`config.mk`:
```
export PLATFORM = sky130hd
export DESIGN_NAME = ifu_prefetch_flat
export DESIGN_NICKNAME = d
export VERILOG_FILES = /design/src/rtl/ifu_prefetch_if.sv /design/src/rtl/ifu_prefetch.sv /design/src/flat_wrapper.sv
export SDC_FILE = /design/constraint.sdc
export NUM_CORES = 1
export LEC_CHECK = 0
export CAP_MARGIN = 20
export CORE_ASPECT_RATIO = 1.5
export CORE_MARGIN = 5
export CORE_UTILIZATION = 45
export CTS_CLUSTER_DIAMETER = 40
export DETAILED_ROUTE_END_ITERATION = 7
export GPL_ROUTABILITY_DRIVEN = 0
export GPL_TIMING_DRIVEN = 1
export PLACE_DENSITY = 0.7
export SLEW_MARGIN = 20
export SYNTH_ARGS = -nofsm -noshare
export SYNTH_HDL_FRONTEND = slang
export SYNTH_SLANG_ARGS = --single-unit
export TNS_END_PERCENT = 100
```
`constraint.sdc`:
```
create_clock -name clk -period 3.8 [get_ports clk]
set_clock_uncertainty 0.2 [all_clocks]
set_input_delay 0.76 -clock clk [delete_from_list [all_inputs] [get_ports clk]]
set_output_delay 0.76 -clock clk [all_outputs]
set_load 0.05 [all_outputs]
```
`src/rtl/ifu_prefetch_if.sv`:
```
// Signal bundle between the fetch unit and its environment (instruction memory, decode, control).
// The master modport is the fetch unit's view; slave is the surrounding system.
interface ifu_prefetch_if #(
  parameter int XLEN = 32
);
  logic            fetch_en;
  logic            redirect;
  logic [XLEN-1:0] redirect_pc;
  logic            imem_req_valid;
  logic            imem_req_ready;
  logic [XLEN-1:0] imem_req_addr;
  logic            imem_rsp_valid;
  logic [XLEN-1:0] imem_rsp_data;
  logic            if_valid;
  logic            id_ready;
  logic [XLEN-1:0] pc_o;
  logic [XLEN-1:0] inst_o;
  logic            fetch_busy;

  modport master (
    input  fetch_en, redirect, redirect_pc, imem_req_ready, imem_rsp_valid,
           imem_rsp_data, id_ready,
    output imem_req_valid, imem_req_addr, if_valid, pc_o, inst_o, fetch_busy
  );

  modport slave (
    output fetch_en, redirect, redirect_pc, imem_req_ready, imem_rsp_valid,
           imem_rsp_data, id_ready,
    input  imem_req_valid, imem_req_addr, if_valid, pc_o, inst_o, fetch_busy
  );
endinterface

```
`src/rtl/ifu_prefetch.sv`:
```
// Sequential instruction prefetcher: issues fetch requests under a FIFO credit limit,
// buffers in-order responses with their PCs, and discards stale responses after a redirect.
module ifu_prefetch #(
  parameter int              XLEN       = 32,
  parameter logic [XLEN-1:0] RESET_PC   = '0,
  parameter int              FIFO_DEPTH = 4,
  parameter int              PC_STEP    = 4
) (
  input  logic           clk,
  input  logic           rst_n,
  ifu_prefetch_if.master bus
);
  localparam int              AW    = (FIFO_DEPTH > 1) ? $clog2(FIFO_DEPTH) : 1;
  localparam int              CW    = AW + 1;
  localparam int              SB    = $clog2(PC_STEP);
  localparam logic [XLEN-1:0] STEP  = XLEN'(PC_STEP);
  localparam logic [XLEN-1:0] ALIGN = {XLEN{1'b1}} << SB;
  localparam logic [CW:0]     DEPTH = (CW + 1)'(FIFO_DEPTH);

  logic [XLEN-1:0] fetch_pc_q, fetch_pc_d;
  logic [XLEN-1:0] resp_pc_q, resp_pc_d;
  logic [CW-1:0]   count_q, count_d;
  logic [CW-1:0]   live_q, live_d;
  logic [CW-1:0]   drop_q, drop_d;
  logic [AW-1:0]   wr_ptr_q, wr_ptr_d;
  logic [AW-1:0]   rd_ptr_q, rd_ptr_d;
  logic [XLEN-1:0] pc_mem_q   [FIFO_DEPTH];
  logic [XLEN-1:0] inst_mem_q [FIFO_DEPTH];

  logic          req_valid, fire, out_valid, pop, push;
  logic [CW:0]   occ, pend, redir_drop;
  logic [XLEN-1:0] redir_pc;

  always_comb begin
    occ        = {1'b0, count_q} + {1'b0, live_q};
    pend       = {1'b0, live_q} + {1'b0, drop_q};
    req_valid  = bus.fetch_en & ~bus.redirect & (occ < DEPTH);
    fire       = req_valid & bus.imem_req_ready;
    out_valid  = (count_q != '0) & ~bus.redirect;
    pop        = out_valid & bus.id_ready;
    push       = bus.imem_rsp_valid & ~bus.redirect & (drop_q == '0) & (live_q != '0);
    redir_pc   = bus.redirect_pc & ALIGN;
    redir_drop = pend;
    if (bus.imem_rsp_valid && (pend != '0)) begin
      redir_drop = pend - 1'b1;
    end

    fetch_pc_d = fetch_pc_q;
    resp_pc_d  = resp_pc_q;
    count_d    = count_q;
    live_d     = live_q;
    drop_d     = drop_q;
    wr_ptr_d   = wr_ptr_q;
    rd_ptr_d   = rd_ptr_q;

    if (bus.redirect) begin
      // Everything in flight becomes stale; a response landing this cycle retires one of them.
      fetch_pc_d = redir_pc;
      resp_pc_d  = redir_pc;
      count_d    = '0;
      live_d     = '0;
      drop_d     = redir_drop[CW-1:0];
      wr_ptr_d   = '0;
      rd_ptr_d   = '0;
    end else begin
      if (fire) begin
        fetch_pc_d = fetch_pc_q + STEP;
      end
      if (push) begin
        resp_pc_d = resp_pc_q + STEP;
        wr_ptr_d  = wr_ptr_q + 1'b1;
      end
      if (pop) begin
        rd_ptr_d = rd_ptr_q + 1'b1;
      end
      if (bus.imem_rsp_valid && (drop_q != '0)) begin
        drop_d = drop_q - 1'b1;
      end
      live_d  = live_q + CW'(fire) - CW'(push);
      count_d = count_q + CW'(push) - CW'(pop);
    end
  end

  always_ff @(posedge clk or negedge rst_n) begin
    if (!rst_n) begin
      fetch_pc_q <= RESET_PC;
      resp_pc_q  <= RESET_PC;
      count_q    <= '0;
      live_q     <= '0;
      drop_q     <= '0;
      wr_ptr_q   <= '0;
      rd_ptr_q   <= '0;
      for (int unsigned i = 0; i < FIFO_DEPTH; i++) begin
        pc_mem_q[i]   <= '0;
        inst_mem_q[i] <= '0;
      end
    end else begin
      fetch_pc_q <= fetch_pc_d;
      resp_pc_q  <= resp_pc_d;
      count_q    <= count_d;
      live_q     <= live_d;
      drop_q     <= drop_d;
      wr_ptr_q   <= wr_ptr_d;
      rd_ptr_q   <= rd_ptr_d;
      if (push) begin
        pc_mem_q[wr_ptr_q]   <= resp_pc_q;
        inst_mem_q[wr_ptr_q] <= bus.imem_rsp_data;
      end
    end
  end

  assign bus.imem_req_valid = req_valid;
  assign bus.imem_req_addr  = fetch_pc_q;
  assign bus.if_valid       = out_valid;
  assign bus.pc_o           = out_valid ? pc_mem_q[rd_ptr_q] : '0;
  assign bus.inst_o         = out_valid ? inst_mem_q[rd_ptr_q] : '0;
  assign bus.fetch_busy     = (pend != '0);
endmodule
```
`src/flat_wrapper.sv`:
```
// flat-port wrapper written by rule: the top's interface ports become plain ports
module ifu_prefetch_flat 
#(
  parameter int              XLEN       = 32,
  parameter logic [XLEN-1:0] RESET_PC   = '0,
  parameter int              FIFO_DEPTH = 4,
  parameter int              PC_STEP    = 4
)
  (clk, rst_n, bus_fetch_en, bus_redirect, bus_redirect_pc, bus_imem_req_ready, bus_imem_rsp_valid, bus_imem_rsp_data, bus_id_ready, bus_imem_req_valid, bus_imem_req_addr, bus_if_valid, bus_pc_o, bus_inst_o, bus_fetch_busy);
  ifu_prefetch_if #(.XLEN(XLEN)) bus_i ();
  input  logic clk;
  input  logic rst_n;
  input wire logic [$bits(bus_i.fetch_en)-1:0] bus_fetch_en;
  input wire logic [$bits(bus_i.redirect)-1:0] bus_redirect;
  input wire logic [$bits(bus_i.redirect_pc)-1:0] bus_redirect_pc;
  input wire logic [$bits(bus_i.imem_req_ready)-1:0] bus_imem_req_ready;
  input wire logic [$bits(bus_i.imem_rsp_valid)-1:0] bus_imem_rsp_valid;
  input wire logic [$bits(bus_i.imem_rsp_data)-1:0] bus_imem_rsp_data;
  input wire logic [$bits(bus_i.id_ready)-1:0] bus_id_ready;
  output wire logic [$bits(bus_i.imem_req_valid)-1:0] bus_imem_req_valid;
  output wire logic [$bits(bus_i.imem_req_addr)-1:0] bus_imem_req_addr;
  output wire logic [$bits(bus_i.if_valid)-1:0] bus_if_valid;
  output wire logic [$bits(bus_i.pc_o)-1:0] bus_pc_o;
  output wire logic [$bits(bus_i.inst_o)-1:0] bus_inst_o;
  output wire logic [$bits(bus_i.fetch_busy)-1:0] bus_fetch_busy;
  assign bus_i.fetch_en = bus_fetch_en;
  assign bus_i.redirect = bus_redirect;
  assign bus_i.redirect_pc = bus_redirect_pc;
  assign bus_i.imem_req_ready = bus_imem_req_ready;
  assign bus_i.imem_rsp_valid = bus_imem_rsp_valid;
  assign bus_i.imem_rsp_data = bus_imem_rsp_data;
  assign bus_i.id_ready = bus_id_ready;
  assign bus_imem_req_valid = bus_i.imem_req_valid;
  assign bus_imem_req_addr = bus_i.imem_req_addr;
  assign bus_if_valid = bus_i.if_valid;
  assign bus_pc_o = bus_i.pc_o;
  assign bus_inst_o = bus_i.inst_o;
  assign bus_fetch_busy = bus_i.fetch_busy;
  ifu_prefetch #(.XLEN(XLEN), .RESET_PC(RESET_PC), .FIFO_DEPTH(FIFO_DEPTH), .PC_STEP(PC_STEP)) u_core (.clk(clk), .rst_n(rst_n), .bus(bus_i));
endmodule
```
==> key figures, run 1 <==
Status
  – Status: complete, no violations

Clocking
  – Number of CTS-inserted buffers: 41
  – # clock sinks: 321
  – CTS tree: built
  – Clk buf depth: 3
  – # Post-CTS Setup Buffers: 0
  – Clk Latency, worst-skew pair: 0.53 ns
  – Clock Tree Root: clkbuf_16
  – # hold bufs at CTS: 0
  – Reg clk slew, reported paths: 0.06 ns
  – H-tree Lvls: 2

Pwr
  – Worst VDD drop: 0.330 mV
  – Int Pwr: 7.24 mW
  – Clock power share: 0.385
  – Sw frac: 0.288
  – Logic pwr share: 0.214
  – Sequential power share: 0.401
  – Pwr dens: 521 nW/um2
  – Switch Pwr: 2.93 mW
  – Pleak: 9.06 nW
  – Final Power: 10.2 mW

Die
  – I/O Pins: 170
  – Die width: 163 um
  – DIE AREA: 38800 um2
  – Die Ht: 239 um
  – Core footprint: 34400 um2
  – Row Count: 83
  – Initial Util: 0.457

Timing
  – Relative slew margins: 0.434
  – Fin crit period: 3.65 ns
  – Fin crit share: 0.960
  – Worst-Margin Slew: 0.846 ns
  – Final Max Slew Viols: 0
  – Setup tns final: 0 ns
  – Hold Fails Final Rpt: 0
  – Fmax: 274 MHz
  – Endpoints failing setup: 0
  – RSZ-0062 raised after global routing: false

Routing
  – Avg Vias per Cell: 5.57
  – Via count: 10188
  – TritonRoute pass-1 iters: 5
  – Routed len/inst: 20.0 um
  – Post-DRT Antenna Nets: 0
  – DRC Markers: 0
  – Initial drt markers: 485
  – Total Wirelength: 36600 um

Global route
  – Largest net degree at the start of global routing: 89
  – First-pass GRT wire length: 60100 um
  – Total track usage: 0.193
  – Grt ovf: 0
  – Number of global-route vias before repair: 11178
  – Initial antenna violation count: 1

Synth
  – Yosys reg bits: 321
  – EDFF count, synth: 0
  – Synthesized area: 15700 um2
  – Syn Inst Count: 1174
  – Sequential area share after synthesis: 0.511
  – Main synth FF type: dfrtp_1
  – Synthesis warning total: 0
  – Mean Syn Cell Area: 13.4 um2
  – Async SR Flop Fraction: 1.00
  – Netlist cell types: 61

Cells and area
  – Layout Cells excl Fill: 1828
  – Area growth from synthesis to layout: 24.3%
  – Layout net count: 1420
  – Fillers: 2753
  – Share of cells above drive strength 1: 0.356
  – Commonest non-fill, non-tap cell in the layout: dfrtp_1
  – Most frequent cells in the layout: 319 x dfrtp_1, 195 x mux2_2, 96 x clkdlybuf4s50_1

Setup path
  – Crit path largest cell delay: 0.44 ns
  – Worst path buffer plus inverter count: 2
  – Crit. End Element: output port
  – Slowest CP cell: fa_1
  – Worst EP required: 2.84 ns
  – Crit-path most repeated cell: ha_1
  – Critical path class: reg -> out
  – Reg2reg path depth: 10
  – R2R setup slack: 0.97 ns
  – R2r endpoint: u_core.live_q[2]
  – Largest fanout on the critical path: 3
  – Crit-path cells: ha_1, fa_1, inv_1, ha_1, nand2b_1, or2_2, dlygate4sd2_1
  – Critical path arrival: 2.69 ns
  – Family with the most delay on the worst path: adder cells
  – Worst Setup Start Kind: flip-flop
  – FF-to-FF Start: u_core.live_q[1]

Run
  – Max-Cap Viols: 0

Place
  – HPWL Detailed: 24200 um
  – Port Buf Inserts: 163
  – Placed Cells: 1752

Worst hold path
  – Worst min path class: in -> async
==> registers in the layout, summed over array words and instances (netlist names) <==
register,cells
u_core.wr_ptr_q,2
u_core.count_q,3
u_core.live_q,3
u_core.bus.imem_req_addr,30
u_core.rd_ptr_q,2
u_core.inst_mem_q,128
u_core.drop_q,3
u_core.pc_mem_q,120
u_core.resp_pc_q,30
==> per-layer routing <==
metal | GRT usage | vias to the layer above | routed length [um] | share of wire
met1 | 0.239 | 5220 | 15000 | 0.41
li1 | - | 4578 | - | -
met2 | 0.334 | 307 | 18700 | 0.51
met4 | 0.0816 | 0 | 1370 | 0.037
met3 | 0.0319 | 83 | 1620 | 0.044
met5 | 0 | - | 0 | 0
==> synthesized netlist by cell type (11+ instances only) <==
master	n	area [um2]
dfrtp_1	321	8030
mux2_2	195	2200
nor2_1	28	105
and2_1	68	425
nand4_1	25	156
clkbuf_1	34	128
xor2_1	21	184
mux2_4	44	661
ha_1	18	225
buf_6	23	259
mux4_2	62	1400
nand2_1	74	278
inv_1	22	82.6
o211ai_1	21	158
nand3_1	36	180
o21ai_0	44	220
o311ai_0	11	96.3
buf_2	17	85.1
==> layout make-up <==
type                       count  area [um2]  share of cell area
timing repair buffer         192        2330               0.119
multi-input combinational    749        7090               0.363
antenna                        1        2.50            0.000128
clock buffer                  51        1140              0.0582
clock inverter                24         262              0.0134
sequential                   321        8040               0.412
inverter                      23        91.3             0.00468
tap                          467         584              0.0299
==> worst max path at each step <==
stage / from / end / slack (ns) / cells after the start
2_1_floorplan: bus_redirect / bus_pc_o[22] / 0.74 / 4
3_3_place_gp: bus_imem_rsp_valid / u_core.live_q[2] / 0.39 / 11
3_5_place_dp: bus_imem_rsp_valid / u_core.live_q[2] / 0.40 / 11
4_1_cts: u_core.drop_q[0] / bus_fetch_busy / 0.13 / 7
5_1_grt: u_core.drop_q[0] / bus_fetch_busy / 0.02 / 7
6_report: u_core.drop_q[0] / bus_fetch_busy / 0.15 / 7
==> power by group through the flow <==
stage | registers (mW) | clock network, mW | logic (mW)
2_1_floorplan | 4.12 | 0 | 1.44
3_3_place_gp | 4.11 | 0 | 2.17
3_5_place_dp | 4.12 | 0 | 2.21
4_1_cts | 4.08 | 4.02 | 2.21
5_1_grt | 4.13 | 4.15 | 2.36
6_report | 4.08 | 3.92 | 2.18
==> through the flow <==
step	util	setup slack, ns	area (um2)	hold slack, ns
floorplan	-	0.743	15700	0.244
global placement	0.527	0.385	18100	0.257
detailed placement	0.527	0.395	18100	0.270
CTS	0.568	0.127	19500	0.0541
global route	0.568	0.0204	19500	0.0766
finish	0.568	0.153	19500	0.0219
==> worst reg2reg max path: cells and delay by family, from the launching register on <==
family / cells / cell delay (ns)
fa+ha+maj: 3 / 0.84
simple gates: 3 / 0.74
flops: 1 / 0.48
buf+inv: 3 / 0.29
xor+xnor: 1 / 0.17
==> logic make-up (layout without fill, tap and decap cells) <==
kind of cell	after synthesis	after routing	share of synthesized area
AOI/OAI and AO/OA	119	119	0.0488
xor gates and xnor gates	30	30	0.0167
muxes	302	302	0.271
and+or+nand+nor	273	273	0.0930
other	1	5	0.000239
DFF	321	321	0.511
buffers and inverters	107	290	0.0406
adders and majority gates	21	21	0.0182
==> what timing repair did <==
action | in CTS | in global routing
setup endpoints to repair | 1 | 0
resized for setup | 1 | 0
hold endpoints to repair | 0 | 0
(Power assumes the default switching activity.)
==> inputs of run 2 (changes only) <==
--- a/config.mk
+++ b/config.mk
@@ -13,6 +13,7 @@
 export DETAILED_ROUTE_END_ITERATION = 7
 export GPL_ROUTABILITY_DRIVEN = 0
 export GPL_TIMING_DRIVEN = 1
+export HOLD_SLACK_MARGIN = 0.06
 export PLACE_DENSITY = 0.7
 export SLEW_MARGIN = 20
 export SYNTH_ARGS = -nofsm -noshare
==> run 2 against run 1 <==
  * Register-to-register slack about the same
  * Hold slack better by 0.26 ns
  * Clock power hardly changed
  * Utilization barely moved
  * Sequential share of layout area barely moved
  * Sequential cell count unchanged
  * Die area unchanged
  * Non-clock buffer count is 1 higher
  * Combinational power about the same
  * Critical path depth unchanged
  * Sequential power is essentially flat
  * Worst setup slack better by 0.0018 ns
  * Critical endpoint unchanged
  * Largest cell class unchanged
==> key figures, run 2 (synthesized netlist as in run 1, its figures left out) <==
Timing
  – Worst-Margin Slew: 0.837 ns (-0.00817 ns)
  – Fin crit period: 3.65 ns (-0.00180 ns)
  – Endpoints failing setup: 0 (unchanged)
  – Hold Fails Final Rpt: 0 (unchanged)
  – Relative slew margins: 0.440 (+0.00547)
  – Fmax: 274 MHz (about the same)
  – Final Max Slew Viols: 0 (unchanged)
  – Worst Setup Slack, final: 0.155 ns (+0.00180 ns)
  – Setup tns final: 0 ns (unchanged)
  – RSZ-0062 raised after global routing: false
  – Fin crit share: 0.959 (about the same)

Setup path
  – Worst Setup Start Kind: flip-flop
  – Worst EP required: 2.84 ns (about the same)
  – Critical path arrival: 2.69 ns (about the same)
  – Crit. End Element: output port
  – Critical path class: reg -> out
  – Largest fanout on the critical path: 3 (unchanged)

Worst hold path
  – Worst min path class: reg -> reg

Cells and area
  – Flip-flop count of the largest register after layout: 128 (unchanged)
  – Share of cells above drive strength 1: 0.356 (about the same)
  – Register with the highest flop count: u_core.inst_mem_q
  – Fillers: 2755 (+0.073%)
  – Layout net count: 1421 (+0.070%)
  – Largest registers: u_core.inst_mem_q (128), u_core.pc_mem_q (120)
  – Commonest non-fill, non-tap cell in the layout: dfrtp_1
  – Reg area: 8040 um2 (unchanged)
  – Most frequent cells in the layout: 319 x dfrtp_1, 195 x mux2_2, 96 x clkdlybuf4s50_1
  – Multi-input combinational cell area: 7090 um2 (unchanged)
  – Final Cell Area: 19500 um2 (about the same)
  – Layout Cells excl Fill: 1829 (+0.055%)
  – Area growth from synthesis to layout: 24.3% (about the same)

Die
  – DIE AREA: 38800 um2 (unchanged)
  – Row Count: 83 (unchanged)
  – Die Ht: 239 um (unchanged)
  – Initial Util: 0.457 (unchanged)
  – Core footprint: 34400 um2 (unchanged)
  – Die width: 163 um (unchanged)
  – I/O Pins: 170 (unchanged)

Place
  – Placed Cells: 1752 (unchanged)
  – DP Area: 18100 um2 (unchanged)
  – Setup slack at placement: 0.395 ns (unchanged)
  – HPWL Detailed: 24200 um (unchanged)
  – Port Buf Inserts: 163 (unchanged)

Routing
  – Post-DRT Antenna Nets: 0 (unchanged)
  – Avg Vias per Cell: 5.57 (about the same)
  – Initial drt markers: 483 (-0.41%)
  – Via count: 10192 (+0.039%)
  – TritonRoute pass-1 iters: 5 (unchanged)
  – Total Wirelength: 36700 um (+0.16%)
  – DRC Markers: 0 (unchanged)
  – Routed len/inst: 20.1 um (+0.11%)

Pwr
  – Pleak: 9.06 nW (about the same)
  – Pwr dens: 521 nW/um2 (about the same)
  – Worst VDD drop: 0.332 mV (+0.53%)
  – Final Power: 10.2 mW (about the same)

Global route
  – Initial antenna violation count: 1 (unchanged)
  – Number of global-route vias before repair: 11184 (+0.054%)
  – First-pass GRT wire length: 60100 um (about the same)
  – Grt ovf: 0 (unchanged)
  – Largest net degree at the start of global routing: 89 (unchanged)
  – Total track usage: 0.193 (unchanged)

Clocking
  – Number of CTS-inserted buffers: 41 (unchanged)
  – H-tree Lvls: 2 (unchanged)
  – Clk buf depth: 3 (unchanged)
  – CTS tree: built
  – # Post-CTS Setup Buffers: 0 (unchanged)
  – Clock Tree Root: clkbuf_16
  – # clock sinks: 321 (unchanged)
  – Clk Latency, worst-skew pair: 0.53 ns (about the same)
  – Reg clk slew, reported paths: 0.06 ns (about the same)

Run
  – Max-Cap Viols: 0 (unchanged)

Status
  – Status: complete, no violations
## run 2: cell count changes in the layout (fill, tap and decap cells not counted)
cell,delta
dlygate4sd3_1,+1
## run 2: stage by stage
stage / hold WS [ns] / util
after CTS: 0.283 / 0.568
after global routing: 0.304 / 0.568
final: 0.282 / 0.568
after floorplan: 0.244 / -
after detailed placement: 0.270 / 0.527
after global placement: 0.257 / 0.527
## run 2: worst paths after layout
kind | startpoint | endpoint | slack (ns) | depth (start not counted)
worst max register to register | u_core.live_q[1] | u_core.live_q[2] | 0.97 | 10
max in group asynchronous | rst_n | u_core.inst_mem_q[38] | 1.79 | 3
worst min register to register | u_core.pc_mem_q[102] | u_core.pc_mem_q[102] | 0.28 | 2
min in group asynchronous | rst_n | u_core.bus.imem_req_addr[26] | 0.62 | 2
worst min-delay path | u_core.pc_mem_q[102] | u_core.pc_mem_q[102] | 0.28 | 2
worst max-delay path | u_core.drop_q[0] | bus_fetch_busy | 0.15 | 7
## run 2: metal layers
layer  part of all wire  up-vias  track usage
met1               0.41     5224        0.239
met2               0.51      289        0.334
met5                  0        -            0
li1                   -     4593            -
met3              0.044       86       0.0319
met4              0.037        0       0.0816
## run 2: worst max-delay path, cell delays in order, from the launching register on
cell           delay (ns)
dfrtp_1              0.40
ha_1                 0.24
fa_1                 0.44
inv_1                0.08
ha_1                 0.18
nand2b_1             0.08
or2_2                0.31
dlygate4sd2_1        0.43
## run 2: final cells by class
| type | instances | area share |
|---|---|---|
| Clock inverter | 24 | 0.0134 |
| Timing Repair Buffer | 193 | 0.120 |
| Tap cell | 467 | 0.0299 |
| Clock buffer | 51 | 0.0581 |
| Sequential cell | 321 | 0.411 |
| Antenna cell | 1 | 0.000128 |
| Multi-Input combinational cell | 749 | 0.363 |
| Inverter | 23 | 0.00467 |
## run 2: repair_timing
item,4_1_cts,5_1_grt
endpoints found under the hold margin,12,0
setup endpoints to repair,1,0
hold buffers,1,0
gates resized for setup,1,0
## run 2: report_power, final
part	total [mW]	internal (mW)	switching [mW]
registers	4.08	3.76	0.313
clock network	3.92	2.37	1.56
logic	2.18	1.11	1.07
total	10.2	7.24	2.94
==> inputs of run 3 (changes only) <==
--- a/config.mk
+++ b/config.mk
@@ -12,7 +12,6 @@
 export CTS_CLUSTER_DIAMETER = 40
 export DETAILED_ROUTE_END_ITERATION = 7
 export GPL_ROUTABILITY_DRIVEN = 0
-export GPL_TIMING_DRIVEN = 1
 export HOLD_SLACK_MARGIN = 0.06
 export PLACE_DENSITY = 0.7
 export SLEW_MARGIN = 20
==> results of run 3 <==
Same layout as run 2: the final DEF is identical, and so are final timing and power.
